## src/rtl/gate_vector_sequencer_if.sv

```systemverilog
// -----------------------------------------------------------------------------
// gate_vector_sequencer_if
// Bundles the run handshake, the gate drive/sample lines and the result bus of
// the gate vector sequencer.
//   start     : run request into the sequencer
//   y_in[6:0] : gate outputs {xnor, xor, nor, nand, not(a), or, and}
//   a, b      : registered gate inputs driven by the sequencer
//   busy/done : run in progress / one-cycle completion pulse
//   pass, fail_mask[6:0], err_count[2:0] : run results
//   vec_idx[1:0] : vector currently driven, {a,b} = vec_idx
// master : the sequencer side. slave : the environment (gates + controller).
// -----------------------------------------------------------------------------
interface gate_vector_sequencer_if;
   logic       start;
   logic [6:0] y_in;
   logic       a;
   logic       b;
   logic       busy;
   logic       done;
   logic       pass;
   logic [6:0] fail_mask;
   logic [2:0] err_count;
   logic [1:0] vec_idx;

   modport master (
      input  start, y_in,
      output a, b, busy, done, pass, fail_mask, err_count, vec_idx
   );

   modport slave (
      output start, y_in,
      input  a, b, busy, done, pass, fail_mask, err_count, vec_idx
   );
endinterface

```

## src/rtl/gate_vector_sequencer.sv

```systemverilog
// -----------------------------------------------------------------------------
// gate_vector_sequencer
// Drives the shared a/b inputs of the two-input gate library through the
// vectors 00, 01, 10, 11. Each vector is held for SETTLE_CYCLES cycles, then
// sampled and checked for one cycle against the expected truth table.
// Per-gate mismatches accumulate into fail_mask, mismatching vectors are
// counted in err_count, and pass/done report the run outcome.
// Ports:
//   clk   : system clock, rising-edge
//   rst_n : synchronous active-low reset
//   bus   : gate_vector_sequencer_if.master (start, y_in in; a, b, busy, done,
//           pass, fail_mask, err_count, vec_idx out)
// -----------------------------------------------------------------------------
module gate_vector_sequencer #(
   parameter int SETTLE_CYCLES = 2
) (
   input  logic                    clk,
   input  logic                    rst_n,
   gate_vector_sequencer_if.master bus
);

   // A settle time of 0 is treated as 1.
   localparam int SETTLE_EFF = (SETTLE_CYCLES < 1) ? 1 : SETTLE_CYCLES;
   localparam int CNT_W      = (SETTLE_EFF > 1) ? $clog2(SETTLE_EFF) : 1;
   localparam logic [CNT_W-1:0] CNT_LAST = CNT_W'(SETTLE_EFF - 1);
   localparam logic [1:0]       LAST_VEC = 2'd3;

   typedef enum logic [1:0] {
      S_IDLE   = 2'd0,
      S_SETTLE = 2'd1,
      S_CHECK  = 2'd2
   } state_t;

   state_t           state_q, state_d;
   logic [CNT_W-1:0] cnt_q, cnt_d;
   logic             a_q, a_d;
   logic             b_q, b_d;
   logic             busy_q, busy_d;
   logic             done_q, done_d;
   logic             pass_q, pass_d;
   logic [6:0]       fail_mask_q, fail_mask_d;
   logic [2:0]       err_count_q, err_count_d;
   logic [1:0]       vec_idx_q, vec_idx_d;
   logic [1:0]       vec_nxt;
   logic [6:0]       diff;

   // Truth table of the gate library, in y_in bit order.
   function automatic logic [6:0] expected_y(input logic a_i, input logic b_i);
      return {~(a_i ^ b_i), (a_i ^ b_i), ~(a_i | b_i), ~(a_i & b_i),
              ~a_i, (a_i | b_i), (a_i & b_i)};
   endfunction

   always_comb begin
      state_d     = state_q;
      cnt_d       = cnt_q;
      a_d         = a_q;
      b_d         = b_q;
      busy_d      = busy_q;
      done_d      = 1'b0;
      pass_d      = pass_q;
      fail_mask_d = fail_mask_q;
      err_count_d = err_count_q;
      vec_idx_d   = vec_idx_q;
      vec_nxt     = vec_idx_q + 2'd1;
      diff        = bus.y_in ^ expected_y(a_q, b_q);

      case (state_q)
         S_IDLE: begin
            a_d    = 1'b0;
            b_d    = 1'b0;
            busy_d = 1'b0;
            if (bus.start) begin
               state_d     = S_SETTLE;
               vec_idx_d   = 2'd0;
               cnt_d       = '0;
               busy_d      = 1'b1;
               fail_mask_d = '0;
               err_count_d = '0;
               pass_d      = 1'b0;
            end
         end

         S_SETTLE: begin
            if (cnt_q == CNT_LAST) begin
               state_d = S_CHECK;
            end else begin
               cnt_d = cnt_q + 1'b1;
            end
         end

         S_CHECK: begin
            fail_mask_d = fail_mask_q | diff;
            // At most four vectors, so the 3-bit count cannot wrap.
            if (diff != 7'd0) begin
               err_count_d = err_count_q + 3'd1;
            end
            if (vec_idx_q != LAST_VEC) begin
               vec_idx_d = vec_nxt;
               a_d       = vec_nxt[1];
               b_d       = vec_nxt[0];
               cnt_d     = '0;
               state_d   = S_SETTLE;
            end else begin
               // Final vector: the current diff must be folded into pass
               // because fail_mask_q does not yet include it.
               state_d = S_IDLE;
               a_d     = 1'b0;
               b_d     = 1'b0;
               busy_d  = 1'b0;
               done_d  = 1'b1;
               pass_d  = ((fail_mask_q | diff) == 7'd0);
            end
         end

         default: begin
            state_d = S_IDLE;
         end
      endcase
   end

   always_ff @(posedge clk) begin
      if (!rst_n) begin
         state_q     <= S_IDLE;
         cnt_q       <= '0;
         a_q         <= 1'b0;
         b_q         <= 1'b0;
         busy_q      <= 1'b0;
         done_q      <= 1'b0;
         pass_q      <= 1'b0;
         fail_mask_q <= '0;
         err_count_q <= '0;
         vec_idx_q   <= '0;
      end else begin
         state_q     <= state_d;
         cnt_q       <= cnt_d;
         a_q         <= a_d;
         b_q         <= b_d;
         busy_q      <= busy_d;
         done_q      <= done_d;
         pass_q      <= pass_d;
         fail_mask_q <= fail_mask_d;
         err_count_q <= err_count_d;
         vec_idx_q   <= vec_idx_d;
      end
   end

   assign bus.a         = a_q;
   assign bus.b         = b_q;
   assign bus.busy      = busy_q;
   assign bus.done      = done_q;
   assign bus.pass      = pass_q;
   assign bus.fail_mask = fail_mask_q;
   assign bus.err_count = err_count_q;
   assign bus.vec_idx   = vec_idx_q;

endmodule
```

## src/flat_wrapper.sv

```systemverilog
// flat-port wrapper written by rule: the top's interface ports become plain ports
module gate_vector_sequencer_flat 
#(
   parameter int SETTLE_CYCLES = 2
)
  (clk, rst_n, bus_start, bus_y_in, bus_a, bus_b, bus_busy, bus_done, bus_pass, bus_fail_mask, bus_err_count, bus_vec_idx);
  gate_vector_sequencer_if bus_i ();
  input  logic clk;
  input  logic rst_n;
  input wire logic [$bits(bus_i.start)-1:0] bus_start;
  input wire logic [$bits(bus_i.y_in)-1:0] bus_y_in;
  output wire logic [$bits(bus_i.a)-1:0] bus_a;
  output wire logic [$bits(bus_i.b)-1:0] bus_b;
  output wire logic [$bits(bus_i.busy)-1:0] bus_busy;
  output wire logic [$bits(bus_i.done)-1:0] bus_done;
  output wire logic [$bits(bus_i.pass)-1:0] bus_pass;
  output wire logic [$bits(bus_i.fail_mask)-1:0] bus_fail_mask;
  output wire logic [$bits(bus_i.err_count)-1:0] bus_err_count;
  output wire logic [$bits(bus_i.vec_idx)-1:0] bus_vec_idx;
  assign bus_i.start = bus_start;
  assign bus_i.y_in = bus_y_in;
  assign bus_a = bus_i.a;
  assign bus_b = bus_i.b;
  assign bus_busy = bus_i.busy;
  assign bus_done = bus_i.done;
  assign bus_pass = bus_i.pass;
  assign bus_fail_mask = bus_i.fail_mask;
  assign bus_err_count = bus_i.err_count;
  assign bus_vec_idx = bus_i.vec_idx;
  gate_vector_sequencer #(.SETTLE_CYCLES(SETTLE_CYCLES)) u_core (.clk(clk), .rst_n(rst_n), .bus(bus_i));
endmodule
```

## config.mk

```make
export PLATFORM = sky130hd
export DESIGN_NAME = gate_vector_sequencer_flat
export DESIGN_NICKNAME = d
export VERILOG_FILES = /design/src/rtl/gate_vector_sequencer_if.sv /design/src/rtl/gate_vector_sequencer.sv /design/src/flat_wrapper.sv
export SDC_FILE = /design/constraint.sdc
export NUM_CORES = 1
export LEC_CHECK = 0
export ABC_AREA = 1
export BUFFER_PORTS_ARGS = -buffer_cell sky130_fd_sc_hd__buf_2
export CAP_MARGIN = 40
export CELL_PAD_IN_SITES_DETAIL_PLACEMENT = 0
export CELL_PAD_IN_SITES_GLOBAL_PLACEMENT = 1
export CORE_ASPECT_RATIO = 2
export CORE_MARGIN = 8
export CORE_UTILIZATION = 31
export DETAILED_ROUTE_END_ITERATION = 7
export PLACE_DENSITY = 0.75
export SYNTH_ARGS = -nofsm -noshare
export SYNTH_HDL_FRONTEND = slang
export SYNTH_SLANG_ARGS = --single-unit
```

## constraint.sdc

```tcl
create_clock -name clk -period 1.43 [get_ports clk]
set_clock_uncertainty 0.15 [all_clocks]
set_input_delay 0.286 -clock clk [delete_from_list [all_inputs] [get_ports clk]]
set_output_delay 0.286 -clock clk [all_outputs]
set_load 0.03 [all_outputs]
```

# Yosys cells after proc, flatten, opt, wreduce, memory -nomap -nowiden
# Index checks and enable logic that the tools add are counted.
# Widths: inputs -> output; s select.
[totals] reg_bits=20 in_bits=10
[classes] n_addsub=3 n_eq_ne=8 mux=26 bitwise_logic=9 n_reduce_logical=13
[ops] cell="$pmux 7 s2" n=1
[ops] cell="$reduce_and 3->1" n=4
[ops] cell="$mux 1" n=10
[ops] cell="$mux 2" n=4
[ops] cell="$pmux 1 s2" n=4
[ops] cell="$reduce_and 2->1" n=4
[ops] cell="$logic_not 7->1" n=1
[ops] cell="$mux 7" n=1
[ops] cell="$or 7x7->7" n=1
[ops] cell="$reduce_bool 7->1" n=1
[ops] cell="$xor 7x7->7" n=1
[ops] cell="$mux 3" n=2
[ops] cell="$ne 2x1->1 const B" n=3
[ops] cell="$ne 2x2->1 const B" n=3
[ops] cell="$pmux 2 s3" n=1
[ops] cell="$pmux 3 s2" n=1
[ops] cell="$not 1->1" n=4
[ops] cell="$pmux 2 s2" n=1
[ops] cell="$add 3x1->3 const B" n=1
[ops] cell="$pmux 1 s3" n=1
[ops] cell="$reduce_bool 3->1" n=1
[ops] cell="$add 2x1->2 const B" n=1
[ops] cell="$eq 2x1->1 const B" n=1
[ops] cell="$eq 2x2->1 const B" n=1
[ops] cell="6 further kinds" n=6

# Logic depth before layout (Yosys ltp)
[depth] ltp_word=7 mapped_depth=12 ltp_nobuf=12

# Worst setup path after synthesis
# Ideal clock, no wire load.
[synth_timing] kind="reg2reg" startpoint="register u_core.a_q (netlist: u_core.bus.a)" endpoint="register u_core.err_count_q[2] (netlist: u_core.bus.err_count[2])" setup_ns=0.072 t_arrival_ns=1.576 t_required_ns=1.208 slack_ns=-0.369 path_stages_with_launch=12 n_path_buf=0 synth_period_minus_slack_ns=1.799 cell_sequence="dfxtp_1 -> inv_1 -> ha_1 -> inv_1 -> nand2_1 -> nand2_1 -> nand2_1 -> nor2_1 -> nand2_2 -> nand2_2 -> nand2_1 -> a21oi_1"
[synth_via] elab_chain_len=6
[synth_rtl] item="from (decl)" line_no="gate_vector_sequencer.sv:36" text="logic a_q, a_d;"
[synth_rtl] item="from (signal assigned)" line_no="gate_vector_sequencer.sv:125" text="a_q <= 1'b0;"
[synth_rtl] item="from (signal assigned)" line_no="gate_vector_sequencer.sv:136" text="a_q <= a_d;"
[synth_rtl] item="$and 1x1->1 (tied with other cells)" line_no="gate_vector_sequencer.sv:49, gate_vector_sequencer.sv:50"
[synth_rtl] item="$not 1->1" line_no="gate_vector_sequencer.sv:49" text="return {~(a_i ^ b_i), (a_i ^ b_i), ~(a_i | b_i), ~(a_i & b_i),"
[synth_rtl] item="$xor 7x7->7 (*)" line_no="gate_vector_sequencer.sv:65" text="diff = bus.y_in ^ expected_y(a_q, b_q);"
[synth_rtl] item="$reduce_bool 7->1 (*)" line_no="gate_vector_sequencer.sv:94" text="if (diff != 7'd0) begin"
[synth_rtl] item="$ne 2x1->1 (no source line) (*)"
[synth_rtl] item="$reduce_and 3->1 (no source line) (*)"
[synth_rtl] item="to (signal assigned)" line_no="gate_vector_sequencer.sv:142" text="err_count_q <= err_count_d;"
[synth_rtl] item="to (decl)" line_no="gate_vector_sequencer.sv:42" text="logic [2:0] err_count_q, err_count_d;"
# Mark *: on every way between the ends. The rest lies on a longest branch, timed or not.
# A chain may end at the register's enable or synchronous reset.

# Worst setup path in the final report
# Ends and elaborated chain as after synthesis.

==> results_dict.tcl <==
set metrics [dict create \
    status "finished, violations left" \
    violations "setup timing" \
    synth_seq_cells 20 \
    path_class "reg2reg" \
    cp.required_ns 1.47 \
    clk-insertion-delay-late_ns 0.25 \
    port_buffers 26 \
    path_delay_family "simple AND/OR/NAND/NOR gates" \
    rows 29 \
    cpPeakStageDelay_ns 0.37 \
    r2r_start "u_core.bus.a$_SDFFE_PN0P_" \
    vias_per_cell 4.78 \
    setup_viol_count_final 4 \
    die_w_um 56.0 \
    avgSynthCellArea_um2 6.78 \
    drive_gt1_share_pct 36.6 \
    syn_nets 160 \
    tightest_slew_ns 0.257 \
    ios 27 \
    finalCritPeriodShare_pct 109 \
    async_flop_share_pct 0 \
    gr-total-overflow 0 \
    fin_crit_ns 1.56 \
    ys_seq_area_share_pct 40.5 \
    path_cells "inv_4, ha_4, inv_4, nand2_2, nand2_4, nand2_2, nor2_2, nand2_2, nand2_2, nand2_1, a21oi_1" \
    ir_drop_mv 0.607 \
    synthCells 146 \
    core_area_um2 3120 \
    crit_path_start "u_core.bus.a$_SDFFE_PN0P_" \
    utilization_pct 42.7 \
    hold_class "in2reg" \
    clock-root-buffer "clkbuf_8" \
    cp_common_cell "nand2_2" \
    gp_congestion 0.822 \
    drt_iter0_markers 22 \
    timing.fmax_ghz 0.642 \
    ant_nets 0 \
    final_nets 198 \
    cts_sinks 20 \
    critPathMaxFanout 4 \
    worst_slack_ns -0.127 \
    cts_buffers 3 \
    grt_pass1_wl_um 4530 \
    synth-edff-count 0 \
    wl_per_cell_um 12.3 \
    drv_slew 0 \
    cp_slowest_cell "dfxtp_4" \
    fillerInstances 332 \
    postCtsHoldBufs 0 \
    ys_warn_count 0 \
    arrival_ns 1.59 \
    dpl_cell_area_um2 1230 \
    ys.flop_type "dfxtp_1" \
    syn_to_final_growth_pct 34.8 \
    dr_total_vias 1023 \
    max_cap_violations 0 \
    min_from "rst_n" \
    finalHoldViolations 0 \
    cts_buffer_depth 2 \
    cp-start-kind "flop" \
    clk_pin_slew_worst_paths_ns 0.07 \
    grt_pass1_vias 1033 \
    final_common_cell "nand2_1" \
    drc 0 \
    die_y_um 95.9 \
    diodes 0 \
    h-tree-depth 1 \
    slew_headroom_pct 82.7 \
    final_area_um2 1330 \
    mostFrequentLayoutCells "nand2_1 (32), buf_2 (26), inv_1 (17), dfxtp_1 (17), nor2_1 (16)" \
    dieArea_um2 5370 \
    p_leak_nw 0.647 \
    cts_tree "done" \
    drt_wl_total_um 2630 \
    initial_utilization_pct 31.7 \
    hold-worst-slack_ns 0.162 \
    rsz0062_at_grt "true" \
    grt_max_degree 12 \
    track_usage_pct 10.3 \
    crit_path_end_kind "flop" \
    synth_cell_types 21 \
    antenna_found_initial 0 \
    drtPass1Iterations 4 \
    p_total_mw 1.21 \
    cp_num_buf_inv 2 \
    dpl.hpwl_um 2150 \
    power_density_nw_per_um2 909 \
    post_cts_buffers 0 \
    synth_area_um2 990 \
]
[where the power goes]
group	switching, mW	leakage (nW)	total (mW)	internal [mW]
clock	0.184	0.0228	0.383	0.198
combinational	0.148	0.460	0.231	0.0829
sequential	0.0218	0.164	0.599	0.577
[metal layers]
layer	GRT usage (%)	part of all wire (%)	vias to the layer above
met3	3.43	6.0	6
met5	0	0	-
met4	5.24	2.0	0
li1	-	-	529
met1	9.38	39	467
met2	19.6	53	21
[flip-flops by register name (all words and copies together) (netlist names)]
name,cells
u_core.bus.fail_mask,7
u_core.bus.pass,1
u_core.bus.vec_idx,2
u_core.state_q,2
u_core.bus.b,1
u_core.cnt_q,1
u_core.bus.busy,1
u_core.bus.a,1
u_core.bus.done,1
u_core.bus.err_count,3
[cells by family after synthesis]
group	count (synthesis)	share of synthesized area (%)
buffers and inverters	23	8.85
AO/OA/AOI/OAI	21	11.3
AND/OR/NAND/NOR	77	33.5
flip-flops	20	40.5
adder cells (fa/ha/maj)	4	5.06
XOR/XNOR	1	0.885
[area by class of cell]
type | count | area [um2] | area share (%)
Clock buffer | 4 | 45.0 | 3.38
Inverter | 22 | 87.6 | 6.57
Multi-Input combinational cell | 103 | 563 | 42.2
Sequential cell | 20 | 409 | 30.7
Tap cell | 31 | 38.8 | 2.91
Timing Repair Buffer | 34 | 190 | 14.3
[synthesized netlist by cell type, types with 4 or more instances]
master	n	area [um2]
nand2_2	4	25.0
ha_1	4	50.1
nor3_1	5	25.0
dfxtp_1	20	400
nor2_1	19	71.3
o21ai_0	7	35.0
nand2_1	40	150
nand3_1	4	20.0
inv_1	20	75.1
a21oi_1	12	60.1
[worst min-delay path, stage by stage]
cell and delay (ns):
buf_2 0.14, nand2_1 0.07, nor2_1 0.03
[final timing paths]
kind              depth (start not counted)                              endpoint  slack (ns)
setup reg to reg                         11  u_core.bus.err_count[2]$_SDFFE_PN0P_       -0.13
hold / removal                            3  u_core.bus.err_count[0]$_SDFFE_PN0P_        0.16
hold reg to reg                           2  u_core.bus.err_count[1]$_SDFFE_PN0P_        0.33
setup / recovery                         11  u_core.bus.err_count[2]$_SDFFE_PN0P_       -0.13
[stage by stage]
step	setup TNS, ns	cells	setup WS, ns
after global placement	-0.453	210	-0.128
after floorplan	-0.226	146	-0.0726
after CTS	-0.493	214	-0.140
after detailed placement	-0.500	210	-0.144
final	-0.440	214	-0.127
after global routing	-0.859	214	-0.224
[repair_timing]
action | in CTS | in global routing
resized for setup | 1 | 18
cloned | 0 | 0
pin swaps | 1 | 11
endpoints found under the setup margin | 4 | 6
hold endpoints to repair | 0 | 0
Note: power is estimated with default switching activity, not from simulation.
